### config.mk
export PLATFORM = sky130hd
export DESIGN_NAME = tap_controller
export DESIGN_NICKNAME = d
export VERILOG_FILES = /design/src/rtl/tap_pkg.sv /design/src/rtl/tap_fsm.sv /design/src/rtl/tap_controller.sv
export SDC_FILE = /design/constraint.sdc
export NUM_CORES = 1
export LEC_CHECK = 0
export CAP_MARGIN = 20
export CORE_MARGIN = 3
export CORE_UTILIZATION = 35
export CTS_CLUSTER_DIAMETER = 80
export DETAILED_ROUTE_END_ITERATION = 6
export GPL_TIMING_DRIVEN = 0
export PLACE_DENSITY_LB_ADDON = 0.2
export SLEW_MARGIN = 20
export SYNTH_ARGS = -nofsm -noshare
export SYNTH_HDL_FRONTEND = slang
export SYNTH_SLANG_ARGS = --single-unit
### constraint.sdc
create_clock -name TCK -period 1.8 [get_ports TCK]
set_input_delay 0.27 -clock TCK [delete_from_list [all_inputs] [get_ports TCK]]
set_output_delay 0.27 -clock TCK [all_outputs]
set_load 0.01 [all_outputs]
### src/rtl/tap_pkg.sv
// Shared IEEE 1149.1 TAP definitions: state codes and instruction opcodes.
package tap_pkg;

  localparam int unsigned STATE_W  = 4;
  localparam int unsigned OPCODE_W = 4;

  // Standard 1149.1 state encoding
  typedef enum logic [STATE_W-1:0] {
    ST_EX2DR   = 4'h0,
    ST_EX1DR   = 4'h1,
    ST_SHDR    = 4'h2,
    ST_PAUSEDR = 4'h3,
    ST_SELIR   = 4'h4,
    ST_UPDDR   = 4'h5,
    ST_CAPDR   = 4'h6,
    ST_SELDR   = 4'h7,
    ST_EX2IR   = 4'h8,
    ST_EX1IR   = 4'h9,
    ST_SHIR    = 4'hA,
    ST_PAUSEIR = 4'hB,
    ST_RTI     = 4'hC,
    ST_UPDIR   = 4'hD,
    ST_CAPIR   = 4'hE,
    ST_TLR     = 4'hF
  } tap_state_e;

  // Instruction opcodes
  localparam logic [OPCODE_W-1:0] OP_BYPASS   = 4'hF;
  localparam logic [OPCODE_W-1:0] OP_SAMPLE   = 4'h1;
  localparam logic [OPCODE_W-1:0] OP_EXTEST   = 4'h2;
  localparam logic [OPCODE_W-1:0] OP_INTEST   = 4'h3;
  localparam logic [OPCODE_W-1:0] OP_RUNBIST  = 4'h4;
  localparam logic [OPCODE_W-1:0] OP_CLAMP    = 4'h5;
  localparam logic [OPCODE_W-1:0] OP_IDCODE   = 4'h7;
  localparam logic [OPCODE_W-1:0] OP_USERCODE = 4'h8;
  localparam logic [OPCODE_W-1:0] OP_HIGHZ    = 4'h9;

endpackage

### src/rtl/tap_fsm.sv
// 16-state TAP state machine driven by TMS on posedge TCK.
module tap_fsm
  import tap_pkg::*;
(
  input  logic               TCK,
  input  logic               TRST,
  input  logic               TMS,
  output logic [STATE_W-1:0] STATE
);

  tap_state_e state_q;
  tap_state_e state_d;

  // State register; TRST forces Test-Logic-Reset immediately
  always_ff @(posedge TCK or negedge TRST) begin
    if (!TRST) begin
      state_q <= ST_TLR;
    end else begin
      state_q <= state_d;
    end
  end

  // Next-state logic, TMS=0 / TMS=1 branches
  always_comb begin
    state_d = state_q;
    case (state_q)
      ST_TLR:     state_d = TMS ? ST_TLR     : ST_RTI;
      ST_RTI:     state_d = TMS ? ST_SELDR   : ST_RTI;
      ST_SELDR:   state_d = TMS ? ST_SELIR   : ST_CAPDR;
      ST_CAPDR:   state_d = TMS ? ST_EX1DR   : ST_SHDR;
      ST_SHDR:    state_d = TMS ? ST_EX1DR   : ST_SHDR;
      ST_EX1DR:   state_d = TMS ? ST_UPDDR   : ST_PAUSEDR;
      ST_PAUSEDR: state_d = TMS ? ST_EX2DR   : ST_PAUSEDR;
      ST_EX2DR:   state_d = TMS ? ST_UPDDR   : ST_SHDR;
      ST_UPDDR:   state_d = TMS ? ST_SELDR   : ST_RTI;
      ST_SELIR:   state_d = TMS ? ST_TLR     : ST_CAPIR;
      ST_CAPIR:   state_d = TMS ? ST_EX1IR   : ST_SHIR;
      ST_SHIR:    state_d = TMS ? ST_EX1IR   : ST_SHIR;
      ST_EX1IR:   state_d = TMS ? ST_UPDIR   : ST_PAUSEIR;
      ST_PAUSEIR: state_d = TMS ? ST_EX2IR   : ST_PAUSEIR;
      ST_EX2IR:   state_d = TMS ? ST_UPDIR   : ST_SHIR;
      ST_UPDIR:   state_d = TMS ? ST_SELDR   : ST_RTI;
      default:    state_d = ST_TLR;
    endcase
  end

  assign STATE = state_q;

endmodule

### src/rtl/tap_controller.sv
// TAP controller: FSM, instruction register, BYPASS register and TDO mux.
module tap_controller
  import tap_pkg::*;
#(
  parameter int unsigned          IR_WIDTH   = 4,
  parameter logic [IR_WIDTH-1:0]  IR_RESET   = IR_WIDTH'(4'h7),
  parameter logic [IR_WIDTH-1:0]  IR_CAPTURE = IR_WIDTH'(4'b0001)
) (
  input  logic                TCK,
  input  logic                TRST,
  input  logic                TMS,
  input  logic                TDI,
  input  logic                BSR_TDO,
  input  logic                ID_TDO,
  input  logic                USER_TDO,
  output logic                TLR,
  output logic                CAPTURE_DR,
  output logic                SHIFT_DR,
  output logic                UPDATE_DR,
  output logic [IR_WIDTH-1:0] LATCH_IR,
  output logic                ENABLE,
  output logic                TDO,
  output logic [STATE_W-1:0]  STATE
);

  logic [STATE_W-1:0]  state;
  logic                in_capir;
  logic                in_shir;
  logic                in_updir;

  logic [IR_WIDTH-1:0] ir_sr_q, ir_sr_d;
  logic                bypass_q, bypass_d;
  logic                ir_tdo_q;
  logic                byp_tdo_q;
  logic [IR_WIDTH-1:0] latch_ir_q, latch_ir_d;
  logic                dr_tdo_c;

  tap_fsm u_fsm (
    .TCK   (TCK),
    .TRST  (TRST),
    .TMS   (TMS),
    .STATE (state)
  );

  // State decodes
  assign TLR        = (state == ST_TLR);
  assign CAPTURE_DR = (state == ST_CAPDR);
  assign SHIFT_DR   = (state == ST_SHDR);
  assign UPDATE_DR  = (state == ST_UPDDR);
  assign in_capir   = (state == ST_CAPIR);
  assign in_shir    = (state == ST_SHIR);
  assign in_updir   = (state == ST_UPDIR);
  assign ENABLE     = SHIFT_DR | in_shir;
  assign STATE      = state;
  assign LATCH_IR   = latch_ir_q;

  // IR shift register and BYPASS next values; hold outside capture/shift
  always_comb begin
    ir_sr_d  = ir_sr_q;
    bypass_d = bypass_q;
    if (in_capir) begin
      ir_sr_d = IR_CAPTURE;
    end else if (in_shir) begin
      ir_sr_d = {TDI, ir_sr_q[IR_WIDTH-1:1]};
    end
    if (CAPTURE_DR) begin
      bypass_d = 1'b0;
    end else if (SHIFT_DR) begin
      bypass_d = TDI;
    end
  end

  // Posedge shift registers
  always_ff @(posedge TCK or negedge TRST) begin
    if (!TRST) begin
      ir_sr_q  <= IR_CAPTURE;
      bypass_q <= 1'b0;
    end else begin
      ir_sr_q  <= ir_sr_d;
      bypass_q <= bypass_d;
    end
  end

  // Active instruction: reset value in TLR, shifted value in UpdIR
  always_comb begin
    latch_ir_d = latch_ir_q;
    if (TLR) begin
      latch_ir_d = IR_RESET;
    end else if (in_updir) begin
      latch_ir_d = ir_sr_q;
    end
  end

  // Negedge stage: serial outputs and the instruction latch
  always_ff @(negedge TCK or negedge TRST) begin
    if (!TRST) begin
      ir_tdo_q   <= 1'b0;
      byp_tdo_q  <= 1'b0;
      latch_ir_q <= IR_RESET;
    end else begin
      ir_tdo_q   <= ir_sr_q[0];
      byp_tdo_q  <= bypass_q;
      latch_ir_q <= latch_ir_d;
    end
  end

  // DR source select from the active instruction; unknown opcodes use BYPASS
  always_comb begin
    dr_tdo_c = byp_tdo_q;
    if (latch_ir_q == IR_WIDTH'(OP_IDCODE)) begin
      dr_tdo_c = ID_TDO;
    end else if (latch_ir_q == IR_WIDTH'(OP_USERCODE)) begin
      dr_tdo_c = USER_TDO;
    end else if ((latch_ir_q == IR_WIDTH'(OP_SAMPLE)) ||
                 (latch_ir_q == IR_WIDTH'(OP_EXTEST)) ||
                 (latch_ir_q == IR_WIDTH'(OP_INTEST))) begin
      dr_tdo_c = BSR_TDO;
    end
  end

  // Chip TDO, zero whenever not shifting
  always_comb begin
    TDO = 1'b0;
    if (in_shir) begin
      TDO = ir_tdo_q;
    end else if (SHIFT_DR) begin
      TDO = dr_tdo_c;
    end
  end

endmodule

==> results.toml <==
[run_status]
status = "finished with violations"
violations = "setup timing"

[floorplanning]
die_w_um = 54.5
core_um2 = 2100
std_cell_rows = 16
design.die.area_um2 = 2970
die_y_um = 54.5
io_pins = 21
initial_core_util = 0.392

[logic_synthesis]
synth_top_area_frac = 0.255
ys_ff_latch = 15
synth_compound_area_frac = 0.190
synthDistinctLibCells = 34
synth_edf_count = 0
async_flop_share = 1.00
syn_avg_cell_area_um2 = 9.37
syn-cell-area_um2 = 825
synth_top_family_by_area = "simple AND/OR/NAND/NOR gates"
postSynthCellCount = 88
seq_area_frac_synth = 0.467
synthesis.nets = 95
synthMuxAreaShare = 0.0182
synth-simple-area-share = 0.269
yosysWarnings = 0
synth_xor_area_frac = 0
synth_area_leader_cell = "dfstp_2"
synthAdderAreaFrac = 0
synth_ff_type = "dfstp_2"
ys_top_cells_by_area = "dfstp_2 (25%), dfrtp_1 (12%), dfrtn_1 (9.1%), nand2_1 (7.3%), o21ai_2 (5.3%)"

[timing]
rsz0062_at_grt = "yes"
finalWorstSetupSlack_ns = -1.22
whs_ns = 0.390
slew_headroom = 0.548
fin_skew_ns = 0.0835
drv_slew = 0
setup_viol = 9
tns_ns = -3.79
hold_violations = 0
worstMarginPinSlew_ns = 0.677

[clocking]
cts-buffers-inserted = 3
clkLatencyLatePin_ns = 0.35
clk_pin_slew_worst_paths_ns = 0.10
cts-root-buf = "clkbuf_4"
cts_tree = "yes"
cts_max_level = 1
clockBufferDepth = 2
cts.sinks = 15

[placed_design]
io_buffers = 20
hpwl_um = 1270
dp_slack_ns = -1.21
gp_congestion = 0.712

[route]
drc = 0
vias = 798
drt_iter0_drc = 23
wire_per_inst_um = 13.6
wirelength_um = 2220
final_antenna_net_count = 0
via_per_inst = 4.90
drtPass1Iterations = 4

[grt]
overflow = 0
grt_antenna_before_repair = 0
grt_max_degree = 16
grt_usage = 0.164
first_global_vias = 719
grt_pass1_wl_um = 3370

[worst_hold_path]
hold_path_class = "input port to asynchronous set/reset pin"

[worst_setup_path]
rr_endpoint = "LATCH_IR[3]$_DFFE_NN0P_"
crit_fanout = 3
critPathRequiredTime_ns = 1.53
worstPathArrival_ns = 2.75
start_kind = "flip-flop"
cp-startpoint = "LATCH_IR[2]$_DFFE_NN1P_"
r2r_start = "u_fsm.STATE[1]$_DFF_PN1_"
reg2reg_depth = 5
cp-end-kind = "primary output"
path_class = "flip-flop to primary output"
reg2reg_slack_ns = -0.18

[power]
power_frac_seq = 0.279
leakage_nw = 0.654
clkPwrFrac = 0.089
irDropWorstVdd_uv = 849
power.share.switching = 0.393
power_switching_mw = 0.965
p_per_area_nw_per_um2 = 1790
comb_power_share = 0.632
p_int_mw = 1.49

[final_layout]
mostFrequentLayoutCells = "buf_4 (14), buf_6 (13), nand2_1 (11), o21ai_2 (9), dfstp_2 (8)"
final_common_cell = "buf_4"
final_net_count = 144
nFillCells = 177
antennaDiodeCount = 0
synthToLayoutAreaGrowth_pct = 66.5
drive_gt1_frac = 0.544
seqCellArea_um2 = 385
multiInputGateArea_um2 = 468

[job]
drv_cap = 0
==> cells in the mapped netlist, types with 2 or more instances <==
cell       n
o21ai_2    5
nand3_1    3
inv_1      2
dfrtp_1    4
dfrtn_1    3
o21ai_0    2
a21oi_2    2
nand2b_1   5
dfstp_2    8
nand2_1   16
nor2_1    10
o21ai_1    6
==> routing by layer <==
layer / share of wire / track usage / vias to the layer above
met5: 0 / 0 / -
met3: 0.055 / 0.0245 / 6
li1: - / - / 401
met1: 0.44 / 0.214 / 367
met4: 0.021 / 0.0830 / 0
met2: 0.48 / 0.263 / 24
==> layout make-up <==
cell class                      count  area share
Buffer                              5      0.0365
Clock inverter                      3     0.00820
Inverter                            2     0.00547
Timing Repair Buffer               42       0.284
Multi-Input combinational cell     65       0.341
Sequential cell                    15       0.281
Tap cell                           27      0.0246
Clock buffer                        4      0.0191
==> critical path, cell delays in order (launching register included) <==
cell and delay, ns:
dfstp_2 0.56, mux2_4 0.31, a21oi_2 0.14, nor3_2 0.06, a311o_1 0.28, buf_2 0.14
==> how the worst max path moves through the flow <==
stage                     cells after the start  end
after global routing                          6  TDO
after floorplan                               4  TDO
after CTS                                     5  TDO
after global placement                        5  TDO
final                                         5  TDO
after detailed placement                      5  TDO
==> through the flow <==
| step | power [mW] | std cells | instance area, um2 | util |
|---|---|---|---|---|
| after floorplan | 1.33 | 88 | 841 | - |
| after global placement | 1.67 | 135 | 1070 | 0.511 |
| after detailed placement | 1.69 | 135 | 1070 | 0.511 |
| after CTS | 2.26 | 159 | 1280 | 0.608 |
| after global routing | 2.63 | 163 | 1370 | 0.653 |
| final | 2.45 | 163 | 1370 | 0.653 |
==> power groups by stage <==
| stage | registers (mW) | clock network, mW | logic, mW |
|---|---|---|---|
| 3_5_place_dp | 0.728 | 0.0139 | 0.951 |
| 4_1_cts | 0.669 | 0.224 | 1.36 |
| 6_report | 0.686 | 0.219 | 1.55 |
| 2_1_floorplan | 0.732 | 0.0139 | 0.579 |
| 3_3_place_gp | 0.719 | 0.0139 | 0.942 |
| 5_1_grt | 0.705 | 0.247 | 1.68 |
==> timing repair <==
action	in CTS	in global routing
endpoints found under the setup margin	14	15
hold buffers	0	0
setup buffers	18	6
gates resized for setup	50	21
pin swaps	8	4
==> flip-flops by register name, indices dropped and copies added, names as in the netlist <==
| register | flops |
|---|---|
| LATCH_IR | 4 |
| byp_tdo_q | 1 |
| ir_sr_q | 4 |
| bypass_q | 1 |
| ir_tdo_q | 1 |
| u_fsm.STATE | 4 |
==> kinds of logic (layout without fill, tap and decap cells) <==
family | after synthesis | in the layout
AND/OR/NAND/NOR | 42 | 42
AO/OA/AOI/OAI | 22 | 22
flip-flops | 15 | 15
buffers and inverters | 8 | 56
multiplexers | 1 | 1
(Power assumes the default switching activity.)
